`src/rtl/regfile_wb_sequencer.sv`:
```
`default_nettype none
// ============================================================================
// Module  : regfile_wb_sequencer
// Brief   : In-order writeback queue that issues one register-file write per
//           cycle and exports a pending-write scoreboard. Define WB_BYPASS_EN
//           to enable forwarding of queued results to the decode selects.
// Revision: 1.0
// ============================================================================
module regfile_wb_sequencer #(
  parameter int DEPTH  = 4,
  parameter int DATA_W = 32
) (
  input  logic                  Clk,
  input  logic                  RESET,
  input  logic                  req_valid,
  output logic                  req_ready,
  input  logic [3:0]            req_dest,
  input  logic                  req_src,
  input  logic [DATA_W-1:0]     req_data,
  input  logic [11:0]           rd_sel,
  input  logic                  rf_stall,
  input  logic                  flush,
  output logic [DATA_W-1:0]     rf_Rd,
  output logic [DATA_W-1:0]     rf_Mem,
  output logic [DATA_W-1:0]     rf_Pcin,
  output logic                  rf_LOAD,
  output logic                  rf_LOADPC,
  output logic                  rf_IR_CU,
  output logic [19:0]           rf_RSLCT,
  output logic [15:0]           pend_mask,
  output logic [3:0]            q_count,
  output logic [2:0]            fwd_hit,
  output logic [3*DATA_W-1:0]   fwd_data
);

  localparam int         PTR_W    = $clog2(DEPTH);
  localparam logic [3:0] C_DEPTH  = 4'(DEPTH);
  localparam logic [3:0] C_PC_REG = 4'd15;

  typedef enum logic [1:0] {
    S_IDLE  = 2'd0,
    S_ISSUE = 2'd1,
    S_HOLD  = 2'd2
  } state_t;

  logic [3:0]        dest_mem [DEPTH];
  logic              src_mem  [DEPTH];
  logic [DATA_W-1:0] data_mem [DEPTH];

  logic [PTR_W-1:0]  wr_ptr_q, rd_ptr_q;
  logic [3:0]        count_q, count_d;
  logic              ready_q, ready_d;
  state_t            state_q;

  logic [DATA_W-1:0] rd_q, mem_q, pcin_q;
  logic              load_q, loadpc_q, ircu_q;
  logic [3:0]        rslct_q;

  logic              do_push, do_pop;
  logic [3:0]        head_dest;
  logic              head_src;
  logic [DATA_W-1:0] head_data;

  assign head_dest = dest_mem[rd_ptr_q];
  assign head_src  = src_mem[rd_ptr_q];
  assign head_data = data_mem[rd_ptr_q];

  // Flush wins over both push and pop; a request on a flush edge is dropped.
  always_comb begin
    do_push = req_valid & ready_q & ~flush;
    do_pop  = (count_q != 4'd0) & ~rf_stall & ~flush;
    if (flush)
      count_d = 4'd0;
    else
      count_d = count_q + {3'b000, do_push} - {3'b000, do_pop};
    ready_d = (count_d < C_DEPTH);
  end

  always_ff @(posedge Clk) begin
    if (do_push) begin
      dest_mem[wr_ptr_q] <= req_dest;
      src_mem[wr_ptr_q]  <= req_src;
      data_mem[wr_ptr_q] <= req_data;
    end
  end

  always_ff @(posedge Clk or negedge RESET) begin
    if (!RESET) begin
      state_q  <= S_IDLE;
      wr_ptr_q <= '0;
      rd_ptr_q <= '0;
      count_q  <= 4'd0;
      ready_q  <= 1'b0;
      rd_q     <= '0;
      mem_q    <= '0;
      pcin_q   <= '0;
      load_q   <= 1'b0;
      loadpc_q <= 1'b0;
      ircu_q   <= 1'b0;
      rslct_q  <= 4'd0;
    end else begin
      count_q <= count_d;
      ready_q <= ready_d;
      if (flush) begin
        wr_ptr_q <= '0;
        rd_ptr_q <= '0;
      end else begin
        if (do_push) wr_ptr_q <= wr_ptr_q + PTR_W'(1);
        if (do_pop)  rd_ptr_q <= rd_ptr_q + PTR_W'(1);
      end

      rd_q     <= '0;
      mem_q    <= '0;
      pcin_q   <= '0;
      load_q   <= 1'b0;
      loadpc_q <= 1'b0;
      ircu_q   <= 1'b0;
      rslct_q  <= 4'd0;

      if (do_pop) begin
        state_q <= S_ISSUE;
        ircu_q  <= 1'b1;
        rslct_q <= head_dest;
        if (head_dest == C_PC_REG) begin
          pcin_q   <= head_data;
          loadpc_q <= 1'b1;
        end else if (head_src) begin
          mem_q  <= head_data;
          load_q <= 1'b1;
        end else begin
          rd_q   <= head_data;
          load_q <= 1'b1;
        end
      end else if ((count_q != 4'd0) && !flush) begin
        state_q <= S_HOLD;
      end else begin
        state_q <= S_IDLE;
      end
    end
  end

  assign req_ready = ready_q;
  assign rf_Rd     = rd_q;
  assign rf_Mem    = mem_q;
  assign rf_Pcin   = pcin_q;
  assign rf_LOAD   = load_q;
  assign rf_LOADPC = loadpc_q;
  assign rf_IR_CU  = ircu_q;
  assign rf_RSLCT  = {4'b0000, rd_sel, rslct_q};
  assign q_count   = count_q;

  // The issue stage's dest lives in rslct_q while a write is on the bus.
  always_comb begin
    pend_mask = '0;
    if (state_q == S_ISSUE)
      pend_mask[rslct_q] = 1'b1;
    for (int k = 0; k < DEPTH; k++) begin
      if (4'(k) < count_q)
        pend_mask[dest_mem[rd_ptr_q + PTR_W'(k)]] = 1'b1;
    end
  end

`ifdef WB_BYPASS_EN
  for (genvar f = 0; f < 3; f++) begin : g_fwd
    logic [3:0]        fld_sel;
    logic              fld_hit;
    logic [DATA_W-1:0] fld_data;

    assign fld_sel = rd_sel[4*f +: 4];

    // Scan oldest to youngest so the last match left standing is the youngest.
    always_comb begin
      fld_hit  = 1'b0;
      fld_data = '0;
      if ((state_q == S_ISSUE) && (rslct_q != C_PC_REG) && (rslct_q == fld_sel)) begin
        fld_hit  = 1'b1;
        fld_data = rd_q | mem_q;
      end
      for (int k = 0; k < DEPTH; k++) begin
        if ((4'(k) < count_q) &&
            (dest_mem[rd_ptr_q + PTR_W'(k)] != C_PC_REG) &&
            (dest_mem[rd_ptr_q + PTR_W'(k)] == fld_sel)) begin
          fld_hit  = 1'b1;
          fld_data = data_mem[rd_ptr_q + PTR_W'(k)];
        end
      end
    end

    assign fwd_hit[f]                  = fld_hit;
    assign fwd_data[f*DATA_W +: DATA_W] = fld_data;
  end
`else
  assign fwd_hit  = '0;
  assign fwd_data = '0;
`endif

endmodule
`default_nettype wire

```
`config.mk`:
```
export PLATFORM = sky130hd
export DESIGN_NAME = regfile_wb_sequencer
export DESIGN_NICKNAME = d
export VERILOG_FILES = /design/src/rtl/regfile_wb_sequencer.sv
export SDC_FILE = /design/constraint.sdc
export NUM_CORES = 1
export LEC_CHECK = 0
export CORE_UTILIZATION = 53
export DETAILED_ROUTE_END_ITERATION = 12
export PLACE_DENSITY_LB_ADDON = 0.05
export REMOVE_ABC_BUFFERS = 1
export SETUP_SLACK_MARGIN = 0.15
export SLEW_MARGIN = 20
export SYNTH_ARGS = -nofsm -noshare
export SYNTH_HDL_FRONTEND = slang
export SYNTH_SLANG_ARGS = --single-unit
```
`constraint.sdc`:
```
create_clock -name Clk -period 7.16 [get_ports Clk]
set_input_delay 1.79 -clock Clk [delete_from_list [all_inputs] [get_ports Clk]]
set_output_delay 1.79 -clock Clk [all_outputs]
set_load 0.05 [all_outputs]
```
==> results.sh, run 1 <==
export IMPL_status="finished clean"
export IMPL_fin_crit_ps=5510
export IMPL_final_hold_viol_count=0
export IMPL_layout_common_cells="clkdlybuf4s50_1 (164), edfxtp_1 (148), dfrtp_1 (111), conb_1 (103)"
export IMPL_cts_resized=0
export IMPL_diodes=0
export IMPL_vias=6620
export IMPL_crit_buf_inv=2
export IMPL_fin_cells=1222
export IMPL_skew_ps=13.1
export IMPL_startpoint_type="register"
export IMPL_yosysUniqueCellTypes=51
export IMPL_fmax_mhz=181
export IMPL_syn_area_per_cell_um2=14.8
export IMPL_cts_made_buffers=26
export IMPL_synth_top_area_share_pct=38.9
export IMPL_finalPower_mw=4.77
export IMPL_die_x_um=149
export IMPL_yosys_warnings=0
export IMPL_ctsHoldBuffers=0
export IMPL_critical_path_top_delay_family="buffers and inverters"
export IMPL_drc_errors=0
export IMPL_ys_ff_latch=261
export IMPL_netlist_top_cell_by_area="edfxtp_1"
export IMPL_grtUsageMet3_pct=5.17
export IMPL_use_met2_pct=43.4
export IMPL_io_buffers=165
export IMPL_layout_cells_most_common="clkdlybuf4s50_1"
export IMPL_required_ps=5370
export IMPL_cts_buffer_depth=3
export IMPL_nNetsFinal=991
export IMPL_netlist_instances=770
export IMPL_synth_area_mux_share_pct=10.6
export IMPL_layout_drive_gt1_share_pct=12.6
export IMPL_clk_pin_slew_ps=60
export IMPL_initial_core_util_pct=54.2
export IMPL_n_fill_cell=1470
export IMPL_grt_pass1_wl_um=39800
export IMPL_cpPeakStageDelay_ps=750
export IMPL_p_leak_nw=5.40
export IMPL_crit_arrival_ps=3720
export IMPL_synthArstFlopShare_pct=43.3
export IMPL_clock_latency_ps=530
export IMPL_io_pins=293
export IMPL_root_buffer="clkbuf_16"
export IMPL_multi_input_area_mm2=0.00348
export IMPL_finalCritPeriodShare_pct=77.0
export IMPL_slew_headroom_pct=28.2
export IMPL_core_area_mm2=0.0211
export IMPL_layout_setup_ws_ps=1650
export IMPL_viasPerCell=5.42
export IMPL_synth_compound_area_share_pct=3.16
export IMPL_netlist_area_mm2=0.0114
export IMPL_postRouteAntennaNets=0
export IMPL_hpwl_um=18000
export IMPL_post_cts_buffers=0
export IMPL_hp_class="reg2reg"
export IMPL_die_h_um=149
export IMPL_worst_pin_slew_ps=1070
export IMPL_dp_cells=1173
export IMPL_regArea_mm2=0.00728
export IMPL_fin_util_pct=65.5
export IMPL_num_rows=53
export IMPL_synth_edf_count=148
export IMPL_fin_area_mm2=0.0138
export IMPL_synth_area_leaders="edfxtp_1 (39%), dfrtp_1 (25%), mux4_2 (9.3%)"
export IMPL_top_usage_layer="met2"
export IMPL_dp_slack_ps=1950
export IMPL_overflow=0
export IMPL_dr_pass1_iters=5
export IMPL_place_area_mm2=0.0128
export IMPL_synth_seq_area_share_pct=63.6
export IMPL_ctsHtreeMaxLevel=1
export IMPL_ys_flop_type="edfxtp_1"
export IMPL_finalMaxSlewViolations=0
export IMPL_cp_end_kind="output port"
export IMPL_grt_usage_pct=24.4
export IMPL_synthToLayoutAreaGrowth_pct=20.8
export IMPL_synth_xor_xnor_area_share_pct=0.306
export IMPL_max_cap_viol_count=0
export IMPL_routed_wl_um=26200
export IMPL_cp_cell_sequence="buf_16, mux4_2, and4_4, a32oi_1, nand3_1, clkdlybuf4s50_1"
export IMPL_finalSetupViolations=0
export IMPL_ir_drop_mv=0.258
export IMPL_grt_max_degree=71
export IMPL_synth_top_family_by_area="simple AND/OR/NAND/NOR gates"
export IMPL_cts_tree="yes"
export IMPL_p_per_area_mw_per_mm2=346
export IMPL_fin_tns_setup_ps=0
export IMPL_grtUsageMet1_pct=29.6
export IMPL_path_class="reg2out"
export IMPL_synth_adder_area_share_pct=1.16
export IMPL_critical_path_slowest_cell="dfrtp_4"
export IMPL_drt_iter0_markers=388
export IMPL_place_congestion=0.908
export IMPL_cp_max_fo=35
export IMPL_rsz0062_at_grt="no"
export IMPL_synth_simple_area_share_pct=11.8
export IMPL_hold_ws_ps=620
export IMPL_clkSinkCount=261
export IMPL_grt_pass1_vias=6870
export IMPL_antenna_found_initial=0
export IMPL_wl_per_cell_um=21.4
export IMPL_die_area_mm2=0.0222
==> layer usage <==
layer  vias up  part of all wire (%)
li1       2924                     -
met1      3367                    38
met2       282                    53
met3        47                   6.5
met4         0                   3.0
met5         -                     0
==> sequential cells by signal, indices dropped and copies added, names as in the netlist <==
signal,cells
rslct_q,4
rf_Rd,32
rf_Mem,32
src_mem,4
wr_ptr_q,2
q_count,4
rf_LOAD,1
rf_Pcin,32
req_ready,1
rf_LOADPC,1
rd_ptr_q,2
dest_mem,16
state_q,2
data_mem,128
==> where the power goes <==
part           internal, mW  switching, mW  leakage (nW)  total (mW)
logic                 0.502          0.998          2.04        1.50
registers              1.71         0.0823          2.90        1.79
clock network         0.925          0.556         0.465        1.48
==> worst min-delay path, stage by stage (launching register included) <==
cell	delay, ps
dfrtp_1	410
nand3_1	110
a21oi_1	60
==> cells in the mapped netlist, drive strengths merged (2+ instances only) <==
cell type / instances
xnor2: 4
mux4: 47
nand2b: 3
nor2: 25
a31oi: 16
or4bb: 2
mux2i: 7
dfrtp: 113
nand3: 6
nor2b: 47
nand4: 14
a22oi: 2
and2: 46
a21oi: 3
o21ai: 13
ha: 9
mux2: 7
or3: 2
edfxtp: 148
buf: 133
inv: 11
a21o: 2
nand3b: 2
nor3b: 5
nor3: 11
nor4: 3
and3: 33
nor4b: 2
nand2: 14
o211ai: 16
clkbuf: 10
and4: 3
==> area by class of cell <==
type                       count  area share, %
timing repair buffer         170           12.4
clock inverter                17           1.77
tap                          275           2.49
clock buffer                  31           5.15
inverter                      11          0.299
sequential                   261           52.7
multi-input combinational    457           25.2
==> path summary, 6_finish.rpt <==
kind,cells after the start,slack [ps],startpoint,to
max reg2reg,11,3560,q_count[2]$_DFF_PN0_,req_ready$_DFF_PN0_
max in group asynchronous,2,4560,RESET,rf_Pcin[24]$_DFF_PN0_
min,2,620,req_ready$_DFF_PN0_,wr_ptr_q[1]$_DFFE_PN0P_
max,6,1650,rd_ptr_q[0]$_DFFE_PN0P_,pend_mask[15]
min in group asynchronous,1,1280,RESET,rf_Pcin[14]$_DFF_PN0_
min reg2reg,2,620,req_ready$_DFF_PN0_,wr_ptr_q[1]$_DFFE_PN0P_
==> kinds of logic after synthesis <==
kind of cell	Yosys count
flops	261
simple gates	223
buf+inv	154
mux	61
compound gates	56
fa+ha+maj	10
xor+xnor	4
other cells	1
(Power assumes the default switching activity.)
==> run 2, diff against run 1 <==
--- a/config.mk
+++ b/config.mk
@@ -5,7 +5,7 @@
 export SDC_FILE = /design/constraint.sdc
 export NUM_CORES = 1
 export LEC_CHECK = 0
-export CORE_UTILIZATION = 53
+export CORE_UTILIZATION = 45
 export DETAILED_ROUTE_END_ITERATION = 12
 export PLACE_DENSITY_LB_ADDON = 0.05
 export REMOVE_ABC_BUFFERS = 1
==> constraint.sdc (replaced) <==
create_clock -name Clk -period 5 [get_ports Clk]
set_input_delay 1.25 -clock Clk [delete_from_list [all_inputs] [get_ports Clk]]
set_output_delay 1.25 -clock Clk [all_outputs]
set_load 0.05 [all_outputs]
==> run 2 against run 1 <==
Net effect:
- combinational power rose by 47%
- first-iteration DRC count fell by 14%
- hold slack got worse by 18 ps
- count of clock-buffer cells in the layout rose by 10
- largest power group unchanged
- highest routed layer unchanged
==> results.sh, run 2 (synthesis gave the netlist of run 1 again) <==
export IMPL_status="finished clean"
export IMPL_cp_end_kind="output port"
export IMPL_hpwl_um=18300
export IMPL_grtUsageMet1_pct=28.1
export IMPL_startpoint_type="register"
export IMPL_fin_cells=1285
export IMPL_grt_max_degree=62
export IMPL_dr_pass1_iters=5
export IMPL_regMostFlops="data_mem"
export IMPL_clock_latency_ps=530
export IMPL_fmax_mhz=213
export IMPL_viasPerCell=5.24
export IMPL_overflow=0
export IMPL_diodes=0
export IMPL_finalMaxSlewViolations=0
export IMPL_place_congestion=0.905
export IMPL_use_met2_pct=36.0
export IMPL_required_ps=3750
export IMPL_clk_pin_slew_ps=70
export IMPL_drt_iter0_markers=332
export IMPL_rsz0062_at_grt="no"
export IMPL_io_buffers=165
export IMPL_cpPeakStageDelay_ps=820
export IMPL_p_leak_nw=5.45
export IMPL_grt_pass1_vias=6804
export IMPL_cp_cell_sequence="buf_4, mux4_2, nor2b_1, a22oi_1, nand3_1, clkdlybuf4s50_1"
export IMPL_postRouteAntennaNets=0
export IMPL_grt_pass1_wl_um=40900
export IMPL_io_pins=293
export IMPL_cts_tree="yes"
export IMPL_num_rows=57
export IMPL_regArea_mm2=0.00728
export IMPL_synthToLayoutAreaGrowth_pct=21.5
export IMPL_top_usage_layer="met2"
export IMPL_cts_buffer_depth=3
export IMPL_slew_headroom_pct=43.5
export IMPL_fin_tns_setup_ps=0
export IMPL_n_fill_cell=1987
export IMPL_critical_path_top_delay_family="buffers and inverters"
export IMPL_root_buffer="clkbuf_16"
export IMPL_layout_drive_gt1_share_pct=13.5
export IMPL_grtUsageMet3_pct=4.44
export IMPL_initial_core_util_pct=46.5
export IMPL_cp_max_fo=23
export IMPL_skew_ps=20.9
export IMPL_p_per_area_mw_per_mm2=481
export IMPL_ir_drop_mv=0.395
export IMPL_wl_per_cell_um=20.8
export IMPL_cts_made_buffers=26
export IMPL_die_x_um=161
export IMPL_finalSetupViolations=0
export IMPL_dp_cells=1237
export IMPL_fin_crit_ps=4700
export IMPL_core_area_mm2=0.0246
export IMPL_layout_cells_most_common="clkdlybuf4s50_1"
export IMPL_largest_reg_flops=128
export IMPL_crit_arrival_ps=3450
export IMPL_layout_common_cells="clkdlybuf4s50_1 (162), edfxtp_1 (148), dfrtp_1 (111), conb_1 (103)"
export IMPL_crit_buf_inv=2
export IMPL_hp_class="reg2reg"
export IMPL_fin_util_pct=56.5
export IMPL_place_area_mm2=0.0130
export IMPL_path_class="reg2out"
export IMPL_multi_input_area_mm2=0.00350
export IMPL_drc_errors=0
export IMPL_clkSinkCount=261
export IMPL_worst_pin_slew_ps=848
export IMPL_critical_path_slowest_cell="clkdlybuf4s50_1"
export IMPL_die_h_um=161
export IMPL_grt_usage_pct=21.0
export IMPL_max_cap_viol_count=0
export IMPL_nNetsFinal=1005
export IMPL_final_hold_viol_count=0
export IMPL_ctsHtreeMaxLevel=1
export IMPL_die_area_mm2=0.0260
export IMPL_finalCritPeriodShare_pct=94.0
export IMPL_vias=6727
export IMPL_fin_area_mm2=0.0139
export IMPL_routed_wl_um=26700
export IMPL_antenna_found_initial=0
export IMPL_ctsHoldBuffers=0
run 2: cell count changes in the layout (fill, tap and decap cells not counted), sizes merged:
cell           delta
clkdlybuf4s50     -2
bufinv            -4
clkinv            -5
dlymetal6s2s      +2
clkbuf           +10
inv               -1
buf              +14
run 2: final timing paths:
check                                              from                 endpoint  slack, ps  cells past startpoint
worst max-delay path            rd_ptr_q[1]$_DFFE_PN0P_             pend_mask[7]        300                      6
max in group asynchronous                         RESET     rf_Mem[14]$_DFF_PN0_       3440                      2
worst min register to register  wr_ptr_q[1]$_DFFE_PN0P_  wr_ptr_q[1]$_DFFE_PN0P_        600                      2
worst max register to register     q_count[2]$_DFF_PN0_      req_ready$_DFF_PN0_       2000                     12
min in group asynchronous                         RESET      rf_Rd[26]$_DFF_PN0_        830                      1
worst min-delay path            wr_ptr_q[1]$_DFFE_PN0P_  wr_ptr_q[1]$_DFFE_PN0P_        600                      2
run 2: routing by layer:
metal | up-vias | share of wire, %
li1 | 2954 | -
met1 | 3425 | 41
met2 | 317 | 50
met3 | 31 | 6.7
met4 | 0 | 1.5
met5 | - | 0
run 2: worst min-delay path: stages (launching register included):
cell and delay [ps]:
dfrtp_1 410, nand2_1 80, a21oi_1 70
run 2: repair_timing:
| item | CTS | global route |
|---|---|---|
| gates resized for setup | 1 | 4 |
| setup endpoints to repair | 1 | 6 |
| setup buffers | 0 | 0 |
run 2: area by class of cell:
| cell class | count | area share, % |
|---|---|---|
| inverter | 11 | 0.297 |
| tap | 324 | 2.92 |
| timing repair buffer | 184 | 13.0 |
| clock buffer | 41 | 5.60 |
| multi-input combinational | 457 | 25.2 |
| clock inverter | 7 | 0.603 |
| sequential | 261 | 52.4 |
run 2: stage by stage:
stage | setup WS (ps) | hold WS (ps) | total power, mW
finish | 300 | 602 | 6.69
global route | 162 | 633 | 6.97
detailed placement | 720 | 604 | 4.80
floorplan | 116 | 536 | 4.06
global placement | 600 | 563 | 4.80
CTS | 150 | 612 | 6.74
run 2: report_power, final:
| group | switching [mW] | internal, mW |
|---|---|---|
| Combinational | 1.45 | 0.743 |
| Sequential | 0.118 | 2.45 |
| Clock | 0.760 | 1.17 |
